**src/rtl/mmio_copy_master.sv**
```systemverilog
// Bus-initiator copy engine: moves word_count words from src_addr to dst_addr over the MEM-stage bus.
// Optional COPY_CHECKSUM_EN adds a running mod-2^32 sum of all written words on port checksum.
module mmio_copy_master #(
    parameter int          COUNT_W   = 16,
    parameter int unsigned ADDR_STEP = 4
) (
    input  logic               clk,
    input  logic               reset,
    input  logic               start,
    input  logic [31:0]        src_addr,
    input  logic [31:0]        dst_addr,
    input  logic [COUNT_W-1:0] word_count,
    input  logic               irq_clear,
    input  logic               bus_grant,
    input  logic [31:0]        bus_rd_data,
    output logic [31:0]        bus_addr,
    output logic [31:0]        bus_wr_data,
    output logic               bus_mem_read,
    output logic               bus_mem_write,
    output logic               busy,
    output logic               done,
`ifdef COPY_CHECKSUM_EN
    output logic [31:0]        checksum,
`endif
    output logic               irq
);

    typedef enum logic [1:0] {
        ST_IDLE  = 2'd0,
        ST_READ  = 2'd1,
        ST_WRITE = 2'd2,
        ST_DONE  = 2'd3
    } state_t;

    localparam logic [31:0]        STEP      = 32'(ADDR_STEP);
    localparam logic [31:0]        WORD_MASK = 32'hFFFF_FFFC;
    localparam logic [COUNT_W-1:0] REM_ZERO  = {COUNT_W{1'b0}};
    localparam logic [COUNT_W-1:0] REM_ONE   = {{(COUNT_W-1){1'b0}}, 1'b1};

    state_t             state_q, state_d;
    logic [31:0]        src_q, src_d;
    logic [31:0]        dst_q, dst_d;
    logic [COUNT_W-1:0] rem_q, rem_d;
    logic [31:0]        buf_q, buf_d;
    logic               irq_q, irq_d;
    logic [31:0]        bus_addr_q, bus_addr_d;
    logic [31:0]        bus_wr_data_q, bus_wr_data_d;
    logic               rd_q, rd_d;
    logic               wr_q, wr_d;
    logic               busy_q, busy_d;
    logic               done_q, done_d;
`ifdef COPY_CHECKSUM_EN
    logic [31:0]        csum_q, csum_d;
`endif

    // Next-state, datapath and next-output decode; outputs are derived from next state so they register cleanly.
    always_comb begin
        state_d       = state_q;
        src_d         = src_q;
        dst_d         = dst_q;
        rem_d         = rem_q;
        buf_d         = buf_q;
        irq_d         = irq_q;
        bus_addr_d    = 32'h0000_0000;
        bus_wr_data_d = 32'h0000_0000;
        rd_d          = 1'b0;
        wr_d          = 1'b0;
        busy_d        = 1'b0;
        done_d        = 1'b0;
`ifdef COPY_CHECKSUM_EN
        csum_d        = csum_q;
`endif

        case (state_q)
            ST_IDLE: begin
                if (start) begin
                    src_d = src_addr & WORD_MASK;
                    dst_d = dst_addr & WORD_MASK;
                    rem_d = word_count;
`ifdef COPY_CHECKSUM_EN
                    csum_d = 32'h0000_0000;
`endif
                    if (word_count == REM_ZERO) begin
                        state_d = ST_DONE;
                    end else begin
                        state_d = ST_READ;
                    end
                end else begin
                    state_d = ST_IDLE;
                end
            end
            ST_READ: begin
                if (bus_grant) begin
                    buf_d   = bus_rd_data;
                    state_d = ST_WRITE;
                end else begin
                    state_d = ST_READ;
                end
            end
            ST_WRITE: begin
                if (bus_grant) begin
                    src_d = src_q + STEP;
                    dst_d = dst_q + STEP;
                    rem_d = rem_q - REM_ONE;
`ifdef COPY_CHECKSUM_EN
                    csum_d = csum_q + buf_q;
`endif
                    if (rem_q == REM_ONE) begin
                        state_d = ST_DONE;
                    end else begin
                        state_d = ST_READ;
                    end
                end else begin
                    state_d = ST_WRITE;
                end
            end
            ST_DONE: begin
                state_d = ST_IDLE;
            end
            default: begin
                state_d = ST_IDLE;
            end
        endcase

        // Completion sets irq even if a clear arrives in the same cycle.
        if (state_q == ST_DONE) begin
            irq_d = 1'b1;
        end else if (irq_clear) begin
            irq_d = 1'b0;
        end else begin
            irq_d = irq_q;
        end

        case (state_d)
            ST_READ: begin
                bus_addr_d = src_d;
                rd_d       = 1'b1;
                busy_d     = 1'b1;
            end
            ST_WRITE: begin
                bus_addr_d    = dst_d;
                bus_wr_data_d = buf_d;
                wr_d          = 1'b1;
                busy_d        = 1'b1;
            end
            ST_DONE: begin
                done_d = 1'b1;
            end
            ST_IDLE: begin
                done_d = 1'b0;
            end
            default: begin
                done_d = 1'b0;
            end
        endcase
    end

    // State, datapath and output registers; reset aborts any copy immediately.
    always_ff @(posedge clk or posedge reset) begin
        if (reset) begin
            state_q       <= ST_IDLE;
            src_q         <= 32'h0000_0000;
            dst_q         <= 32'h0000_0000;
            rem_q         <= REM_ZERO;
            buf_q         <= 32'h0000_0000;
            irq_q         <= 1'b0;
            bus_addr_q    <= 32'h0000_0000;
            bus_wr_data_q <= 32'h0000_0000;
            rd_q          <= 1'b0;
            wr_q          <= 1'b0;
            busy_q        <= 1'b0;
            done_q        <= 1'b0;
`ifdef COPY_CHECKSUM_EN
            csum_q        <= 32'h0000_0000;
`endif
        end else begin
            state_q       <= state_d;
            src_q         <= src_d;
            dst_q         <= dst_d;
            rem_q         <= rem_d;
            buf_q         <= buf_d;
            irq_q         <= irq_d;
            bus_addr_q    <= bus_addr_d;
            bus_wr_data_q <= bus_wr_data_d;
            rd_q          <= rd_d;
            wr_q          <= wr_d;
            busy_q        <= busy_d;
            done_q        <= done_d;
`ifdef COPY_CHECKSUM_EN
            csum_q        <= csum_d;
`endif
        end
    end

    assign bus_addr      = bus_addr_q;
    assign bus_wr_data   = bus_wr_data_q;
    assign bus_mem_read  = rd_q;
    assign bus_mem_write = wr_q;
    assign busy          = busy_q;
    assign done          = done_q;
    assign irq           = irq_q;
`ifdef COPY_CHECKSUM_EN
    assign checksum      = csum_q;
`endif

endmodule

```
**config.mk**
```make
export PLATFORM = sky130hd
export DESIGN_NAME = mmio_copy_master
export DESIGN_NICKNAME = d
export VERILOG_FILES = /design/src/rtl/mmio_copy_master.sv
export SDC_FILE = /design/constraint.sdc
export NUM_CORES = 1
export LEC_CHECK = 0
export ABC_AREA = 1
export CORE_MARGIN = 5
export CORE_UTILIZATION = 47
export CTS_CLUSTER_SIZE = 30
export DETAILED_ROUTE_END_ITERATION = 12
export GPL_ROUTABILITY_DRIVEN = 0
export PLACE_DENSITY_LB_ADDON = 0.15
export REMOVE_ABC_BUFFERS = 1
export SETUP_SLACK_MARGIN = 0.15
export SLEW_MARGIN = 20
export SYNTH_ARGS = -nofsm -noshare
export SYNTH_HDL_FRONTEND = slang
export SYNTH_SLANG_ARGS = --single-unit
```
**constraint.sdc**
```tcl
create_clock -name clk -period 6.7 [get_ports clk]
set_input_delay 1.675 -clock clk [delete_from_list [all_inputs] [get_ports clk]]
set_output_delay 1.675 -clock clk [all_outputs]
set_load 0.02 [all_outputs]
```
==> out/results.tsv <==
stage	metric	value	unit
clocking	hold_buf cts	0	
finish	area of the multi-input gates	4110	um2
critical_path	R2R Path Start	state_q[1]	
detailed_routing	routed vias/inst	5.16	
yosys	Syn. warnings	0	
global_routing	number of global-route vias before repair	8239	
pwr	Clock power frac	19.4	%
global_routing	largest net degree at the start of global routing	105	
clocking	setup bufs post-CTS	0	
timing	fin crit share	76.1	%
critical_path	crit start category	primary input	
timing	setup TNS	0	ps
timing	Final min period	5100	ps
clocking	Clock Latency Late Sink	430	ps
finish	Nets	1455	
critical_path	WP data required	7000	ps
yosys	synthesized area	9540	um2
critical_path	reg2reg end	bus_wr_data[13]	
yosys	Synth area leader	dfrtp_1	
outcome	status	complete, no violations	
pwr	net switching power	0.00228	W
yosys	synth unique cells	45	
detailed_routing	Post-Route WL	25700	um
clocking	Worst-path clk slew	70	ps
placement	Placement Setup Slack	1660	ps
timing	Worst Skew	13.5	ps
pwr	LEAKAGE	5.46	nW
detailed_routing	DRC	0	
global_routing	first-pass GRT wire length	42300	um
floorplan	I/O pins	186	
yosys	Seq/Total Area, Yosys	48.0	%
global_routing	GRT Residual Overflow	0	
critical_path	WS Path Type	primary input to register	
floorplan	core area	20100	um2
clocking	CTS tree	yes	
placement	Placed Area	11500	um2
detailed_routing	per-cell routed wire length	15.9	um
placement	port bufs	181	
floorplan	initial cell density of the core	47.4	%
critical_path	critical path launch point	bus_grant	
finish	Synth-to-Final Area Change	26.8	%
clocking	CTS resizes	0	
finish	most frequent cells in the layout	nand2_1, dfrtp_1, clkdlybuf4s50_1	
timing	final slew viol count	0	
yosys	Post-synth EDFFs	0	
floorplan	chip height	152	um
critical_path	crit path max fanout	32	
detailed_routing	first drt pass iteration count	5	
floorplan	die area	23200	um2
pwr	Peak VDD IR	0.000290	V
critical_path	CP Capture Point	bus_wr_data[13]	
clocking	clock buffer depth	2	
yosys	Synth Flop Type	dfrtp_1	
yosys	Avg Cell Area, Syn	8.14	um2
clocking	root buf cell	clkbuf_16	
timing	RSZ-0062 raised after global routing	no	
finish	FF+latch area	4580	um2
pwr	Reg power frac	35.6	%
finish	Fill cells	1813	
critical_path	WP data arrival	5400	ps
timing	Tightest Pin Transition	1010	ps
critical_path	R2R setup slack	3180	ps
global_routing	total track usage	22.3	%
pwr	internal power	0.00304	W
finish	Design Area, Final	12100	um2
yosys	ranking of synthesized cells by area	dfrtp_1, nand2_1, inv_1, a21oi_1, nor2_1	
pwr	combinational fraction of design power	45.0	%
pwr	PD cells	440	nW/um2
detailed_routing	DR iter-0 viols	596	
timing	f_max	0.196	GHz
finish	most common cell after layout, fill and taps aside	nand2_1	
critical_path	Worst setup EP type	register	
detailed_routing	total number of vias	8323	
yosys	Seq cells post-synth	183	
yosys	post-synth top area share	48.0	%
timing	worst setup margin	1600	ps
clocking	htree depth	4	
floorplan	# rows	52	
finish	antenna cells	0	
hold_path	hold crit path type	register to register	
timing	Final Hold Viols	0	
pwr	sw frac	42.9	%
finish	layout cells sized above 1	8.85	%
detailed_routing	Routed Antenna Nets	0	
placement	post-DP HPWL	17700	um
yosys	Synth async-reset ratio	100	%
timing	Slew Limit Headroom	32.2	%
clocking	TritonCTS Sinks	183	
global_routing	initial antenna violation count	2	
yosys	Post-Synthesis Cells	1172	
floorplan	Die X	152	um
critical_path	R2R depth	10	
clocking	total CTS buffers	17	
timing	Final setup viols	0	
job	Max-cap violations	0	
==> worst min-delay path by stage <==
stage	startpoint	endpoint	slack, ps	depth (start not counted)
after floorplan	dst_q[0]	dst_q[0]	460	2
after global placement	dst_q[0]	dst_q[0]	470	2
after detailed placement	src_q[0]	src_q[0]	480	2
after CTS	src_q[0]	src_q[0]	490	2
after global routing	src_q[0]	src_q[0]	510	2
final	src_q[0]	src_q[0]	490	2
==> per-stage QoR <==
step / hold slack, ps / utilization (%) / std cells / total power, W
floorplan: 465 / - / 1123 / 0.00335
global placement: 473 / 57.1 / 1582 / 0.00425
detailed placement: 479 / 57.1 / 1582 / 0.00430
CTS: 490 / 60.2 / 1614 / 0.00535
global route: 512 / 60.2 / 1614 / 0.00572
finish: 490 / 60.2 / 1614 / 0.00532
==> synth_stat cells (5+ instances only) <==
cell type,number
xor2_1,13
a211oi_1,32
o21ai_0,39
buf_4,7
ha_1,7
nor2_2,8
nor4_1,6
clkbuf_1,17
a22oi_2,8
inv_2,6
inv_1,146
nand3_1,54
xnor2_1,5
nand2_1,288
nor2_4,9
nand4_1,17
o22ai_1,6
o21bai_1,5
or2_2,34
buf_6,6
a21oi_1,74
nand2_2,7
buf_2,18
nand3b_1,7
a22oi_1,36
nor2_1,82
nor3_1,15
o211ai_1,15
dfrtp_1,183
==> per-layer routing <==
| layer | GRT usage [%] | vias to the layer above | part of all wire, % |
|---|---|---|---|
| met1 | 30.8 | 3855 | 44 |
| li1 | - | 4162 | - |
| met5 | 0 | - | 0.10 |
| met3 | 6.96 | 29 | 8.5 |
| met2 | 35.0 | 273 | 46 |
| met4 | 4.54 | 4 | 1.1 |
==> cell type report <==
type / instances / share of cell area (%)
repair buffers: 189 / 15.5
clock buffers: 19 / 3.75
well taps: 270 / 2.79
flip-flops and latches: 183 / 37.9
inverters: 154 / 4.84
clock inverters: 13 / 1.27
multi-input cells: 786 / 34.0
==> registers in the layout (all words and copies together) (netlist names) <==
register and count:
irq 1, bus_addr 32, state_q 2, done 1, bus_mem_read 1, rem_q 16, bus_wr_data 32, dst_q 32
bus_mem_write 1, busy 1, buf_q 32, src_q 32
==> logic make-up after synthesis <==
group | Yosys count | share of synthesized area, %
xor+xnor | 18 | 1.65
fa+ha+maj | 7 | 0.918
buf+inv | 203 | 9.00
flops | 183 | 48.0
simple gates | 532 | 25.0
compound gates | 229 | 15.4
==> worst max-delay path: stages <==
cell             delay [ps]
clkdlybuf4s50_1         740
nand2_2                 290
inv_2                   110
nor2_2                  440
inv_2                   300
a21oi_1                 260
ha_1                    210
clkinv_1                780
a211oi_1                550
==> power groups by stage <==
stage	logic, W	registers [W]	clock network [W]
after global routing	0.00266	0.00196	0.00111
after CTS	0.00240	0.00189	0.00106
final	0.00239	0.00190	0.00103
after floorplan	0.00130	0.00205	0
after global placement	0.00235	0.00190	0
after detailed placement	0.00239	0.00190	0
Note: power is estimated with default switching activity, not from simulation.
